## src/rtl/fft_pkg.sv

```systemverilog
// Shared definitions for the FFT magnitude path: default sizes, the peak
// tracker state enum and an index-width helper.
package fft_pkg;

    localparam int DATA_W_DEF   = 16;
    localparam int NUM_BINS_DEF = 16;

    typedef enum logic {
        ACCUM = 1'b0,
        HOLD  = 1'b1
    } state_e;

    // Index width for n bins; never narrower than one bit.
    function automatic int idx_width(input int n);
        return (n > 2) ? $clog2(n) : 1;
    endfunction

endpackage

```

## src/rtl/fft_peak_tracker.sv

```systemverilog
// Streaming peak detector: one bin magnitude per beat, running max/index,
// registered frame result presented with a valid/ready handshake.
module fft_peak_tracker
    import fft_pkg::*;
#(
    parameter int DATA_W     = DATA_W_DEF,
    parameter int NUM_BINS   = NUM_BINS_DEF,
    parameter int IDX_W      = idx_width(NUM_BINS),
    parameter int TARGET_BIN = NUM_BINS - 1
) (
    input  logic              clk,
    input  logic              rst,
    input  logic              in_valid,
    output logic              in_ready,
    input  logic [DATA_W-1:0] in_data,
    input  logic              in_last,
    input  logic [DATA_W-1:0] thr,
    output logic              out_valid,
    input  logic              out_ready,
    output logic [DATA_W-1:0] out_max,
    output logic [IDX_W-1:0]  out_idx,
    output logic              out_target_hit,
    output logic              out_above_thr,
    output logic              out_len_err
);

    localparam logic [IDX_W-1:0] LAST_BIN = IDX_W'(NUM_BINS - 1);
    localparam logic [IDX_W-1:0] TGT_BIN  = IDX_W'(TARGET_BIN);

    state_e              state_q, state_d;
    logic [IDX_W-1:0]    cnt_q, cnt_d;
    logic [DATA_W-1:0]   max_q, max_d;
    logic [IDX_W-1:0]    idx_q, idx_d;
    logic [DATA_W-1:0]   res_max_q, res_max_d;
    logic [IDX_W-1:0]    res_idx_q, res_idx_d;
    logic                res_hit_q, res_hit_d;
    logic                res_above_q, res_above_d;
    logic                res_err_q, res_err_d;

    logic                accept;
    logic                close;
    logic [DATA_W-1:0]   cand_max;
    logic [IDX_W-1:0]    cand_idx;

    // Ready comes from registered state only; rst gating keeps it low during reset.
    assign in_ready  = (state_q == ACCUM) && !rst;
    assign accept    = in_valid && in_ready;
    assign close     = accept && (in_last || (cnt_q == LAST_BIN));

    assign out_valid      = (state_q == HOLD);
    assign out_max        = res_max_q;
    assign out_idx        = res_idx_q;
    assign out_target_hit = res_hit_q;
    assign out_above_thr  = res_above_q;
    assign out_len_err    = res_err_q;

    // Compare-and-select: first beat seeds the max, later beats replace on strict greater.
    always_comb begin
        cand_max = max_q;
        cand_idx = idx_q;
        if ((cnt_q == '0) || (in_data > max_q)) begin
            cand_max = in_data;
            cand_idx = cnt_q;
        end
    end

    // Next-state: accumulate beats, latch the result on frame close, release on handshake.
    always_comb begin
        state_d     = state_q;
        cnt_d       = cnt_q;
        max_d       = max_q;
        idx_d       = idx_q;
        res_max_d   = res_max_q;
        res_idx_d   = res_idx_q;
        res_hit_d   = res_hit_q;
        res_above_d = res_above_q;
        res_err_d   = res_err_q;
        case (state_q)
            ACCUM: begin
                if (accept) begin
                    max_d = cand_max;
                    idx_d = cand_idx;
                    cnt_d = cnt_q + IDX_W'(1);
                    if (close) begin
                        cnt_d       = '0;
                        res_max_d   = cand_max;
                        res_idx_d   = cand_idx;
                        res_hit_d   = (cand_idx == TGT_BIN);
                        res_above_d = (cand_max >= thr);
                        res_err_d   = !(in_last && (cnt_q == LAST_BIN));
                        state_d     = HOLD;
                    end
                end
            end
            HOLD: begin
                if (out_ready) state_d = ACCUM;
            end
            default: state_d = ACCUM;
        endcase
    end

    // State and result registers with synchronous reset.
    always_ff @(posedge clk) begin
        if (rst) begin
            state_q     <= ACCUM;
            cnt_q       <= '0;
            max_q       <= '0;
            idx_q       <= '0;
            res_max_q   <= '0;
            res_idx_q   <= '0;
            res_hit_q   <= 1'b0;
            res_above_q <= 1'b0;
            res_err_q   <= 1'b0;
        end else begin
            state_q     <= state_d;
            cnt_q       <= cnt_d;
            max_q       <= max_d;
            idx_q       <= idx_d;
            res_max_q   <= res_max_d;
            res_idx_q   <= res_idx_d;
            res_hit_q   <= res_hit_d;
            res_above_q <= res_above_d;
            res_err_q   <= res_err_d;
        end
    end

endmodule
```

## config.mk

```make
export PLATFORM = sky130hd
export DESIGN_NAME = fft_peak_tracker
export DESIGN_NICKNAME = d
export VERILOG_FILES = /design/src/rtl/fft_pkg.sv /design/src/rtl/fft_peak_tracker.sv
export SDC_FILE = /design/constraint.sdc
export NUM_CORES = 1
export LEC_CHECK = 0
export CAP_MARGIN = 25
export CELL_PAD_IN_SITES_DETAIL_PLACEMENT = 1
export CELL_PAD_IN_SITES_GLOBAL_PLACEMENT = 1
export CORE_MARGIN = 2
export CORE_UTILIZATION = 41
export CTS_CLUSTER_SIZE = 10
export DETAILED_ROUTE_END_ITERATION = 16
export HOLD_SLACK_MARGIN = 0.1
export PLACE_DENSITY_LB_ADDON = 0.25
export SKIP_CTS_REPAIR_TIMING = 1
export SLEW_MARGIN = 15
export SYNTH_ARGS = -nofsm -noshare
export SYNTH_HDL_FRONTEND = slang
export SYNTH_SLANG_ARGS = --single-unit
export TNS_END_PERCENT = 5
```

## constraint.sdc

```tcl
create_clock -name clk -period 6.3 [get_ports clk]
set_input_delay 0.945 -clock clk [delete_from_list [all_inputs] [get_ports clk]]
set_output_delay 0.945 -clock clk [all_outputs]
set_load 0.02 [all_outputs]
```

==> results.txt <==
status -> completed
Yosys top cell by area -> dfxtp_1
Final Cycle Share -> 81.8%
Post-Syn Area -> 2800 µm²
Synth area leaders -> dfxtp_1 (34%), ha_1 (15%), mux2_2 (6.4%)
CP Class -> in -> reg
Synth Register Bits -> 48
Gate Count Post-Synth -> 296
Final Cell Area -> 3550 µm²
critical path endpoint -> out_above_thr
Routed Antenna Nets -> 0
total CTS buffers -> 5
delay-heaviest family, CP -> compound AO/OA/AOI/OAI gates
CTS clk-pin slew, worst paths -> 0.10 ns
Worst setup EP type -> flip-flop
final number of hold-violating endpoints -> 0
Synth-to-Final Area Change -> 27.0%
DR pass1 iterations -> 4
GRT Total Usage -> 20.0%
hold crit path type -> reg -> reg
# placed instances -> 427
Slew Limit Fails -> 0
row count -> 30
setup violators final -> 0
vias in the first global route -> 2,464
R2R Setup Slk -> 1.88 ns
VDD IR-drop max -> 0.106 mV
Worst EP arrival -> 5.34 ns
clk sink count -> 48
post-synthesis cell type count -> 43
post-route insts no fill -> 435
worst reg2reg endpoint -> out_above_thr
CTS root buf -> clkbuf_8
Core Area -> 6680 µm²
DR iter-0 viols -> 51
number of synthesized flops with an enable pin -> 0
placed inst area -> 3450 µm²
Reg2Reg Launch Point -> max_q[11]
Die W -> 86.6 µm
Worst Tran Pin Value -> 0.609 ns
initial antenna violation count -> 0
CP peak stage delay -> 0.51 ns
max_slew headroom -> 59.2%
Synth warnings -> 0
die span in y -> 86.6 µm
initial core utilization -> 41.8%
CP max-delay cell -> or4_1
most frequent cells in the layout -> clkdlybuf4s50_1 (61), dfxtp_1 (48), inv_1 (37), ha_1 (34), a21o_1 (22)
layout cells sized above 1 -> 9.30%
Peak Freq -> 194 MHz
CP Max Fanout -> 12
Worst Path Buf+Inv -> 2
global route overflow -> 0
drc violations -> 0
CTS tree -> done
I/O Pins -> 62
leakage -> 1.55 nW
Final Core Density -> 53.1%
crit start category -> input pin
CTS H-Tree Depth -> 2
commonest non-fill, non-tap cell in the layout -> clkdlybuf4s50_1
Synthesized Nets -> 367
Worst-Skew Late Latency -> 0.31 ns
Top FF cell, synth -> dfxtp_1
setup tns final -> 0 ns
largest net degree at the start of global routing -> 34
CP required -> 6.49 ns
sequential-to-total area share from yosys stat -> 34.4%
RePlAce Congestion -> 0.786
Critical Path Start -> in_data[15]
drt total wl -> 7290 µm
mean post-synth cell area -> 9.44 µm²
nets@finish -> 425
worst-path cell chain -> clkdlybuf4s50_1 > ha_1 > nand4_2 > nor2_1 > or4_1 > o31a_1 > a31oi_4 > buf_4 > mux2_2 > ha_1 > a21o_1 > a21o_1 > a21oi_1 > a21oi_1 > a21boi_0 > a31oi_1 > a311oi_1
Tmin final -> 5.15 ns
final total power -> 712 µW
antenna cells -> 0
post-synth top area share -> 34.4%
Bufs on Longest Clock Path -> 2
port bufs -> 61
skew final -> 0.00471 ns
power per standard cell area -> 200 nW/µm²
DR vias -> 2,372
R2R depth -> 17
first-pass GRT wire length -> 11,900 µm
drt wl/cell -> 16.8 µm
vias per cell -> 5.45
ys async rst share -> 0%
# Max-Cap Violations -> 0
Critical Path Stages -> 17
RSZ-0062 raised after global routing -> no
hpwl dp -> 5500 µm
die area -> 7490 µm²
hold path start -> out_idx[0]
-- flip-flops by register name, indices dropped and copies added (netlist names) --
name	count
out_valid	1
max_q	16
out_idx	4
out_max	16
idx_q	4
cnt_q	4
out_len_err	1
out_above_thr	1
out_target_hit	1
-- tightest hold or removal path, stage by stage (launching register included) --
cell     delay, ns
dfxtp_1       0.33
nand2_1       0.06
nand2_1       0.05
-- cell type report --
class / instances / area [µm²]
clock buffers: 6 / 82.6
clock inverters: 2 / 15.0
fillers: 764 / 3130
inverters: 37 / 139
multi-input cells: 197 / 1610
flip-flops and latches: 48 / 961
well taps: 80 / 100
repair buffers: 65 / 644
-- cell families (layout without fill, tap and decap cells) --
kind of cell               after synthesis  after routing  synth area share [%]
adders and majority gates               34             34                  15.2
DFF                                     48             48                  34.4
xor gates and xnor gates                 3              3                 0.940
AOI/OAI and AO/OA                       78             78                  20.5
muxes                                   19             19                  7.52
and+or+nand+nor                         63             63                  13.4
buffers and inverters                   51            110                  8.06
-- cells in the mapped netlist, types with 2 or more instances --
cell	n
nor2b_1	3
mux2i_1	3
o21ai_0	9
nor2_1	7
nor3_1	6
mux2_2	16
a21o_1	22
nand3_1	2
a311oi_1	2
a21boi_0	2
ha_1	34
buf_4	2
nand4_1	6
buf_1	2
a21oi_1	15
nand2b_1	3
xnor2_1	3
a32o_1	2
a211oi_1	2
nand2_1	10
buf_6	3
and2_1	2
a22o_1	16
nand3b_1	3
buf_2	3
dfxtp_1	48
clkbuf_1	4
nor3b_1	15
inv_1	37
-- power by group --
group,internal [mW],switching [mW]
Combinational,0.0892,0.0877
Clock,0.0891,0.114
Sequential,0.321,0.0116
-- metrics by stage --
| step | setup WS, ns | hold WS, ns |
|---|---|---|
| after CTS | 1.19 | 0.473 |
| after global routing | 0.933 | 0.502 |
| after global placement | 1.01 | 0.447 |
| final | 1.15 | 0.466 |
| after floorplan | 1.93 | 0.454 |
| after detailed placement | 0.900 | 0.457 |
-- layer usage --
layer / routed length, µm / global-route usage [%] / part of all wire [%]
met4: 65 / 5.11 / 0.89
met1: 3360 / 25.4 / 46
met3: 235 / 3.62 / 3.2
met5: 0 / 0 / 0
met2: 3630 / 34.8 / 50
-- worst min path at each step --
stage	end	slack (ns)	cells after the start
floorplan	idx_q[0]	0.45	2
global placement	out_idx[0]	0.45	2
detailed placement	out_idx[0]	0.46	2
CTS	out_idx[0]	0.47	2
global route	out_idx[0]	0.50	2
finish	out_idx[0]	0.47	2
No activity file was read; power rests on OpenSTA's default activity.
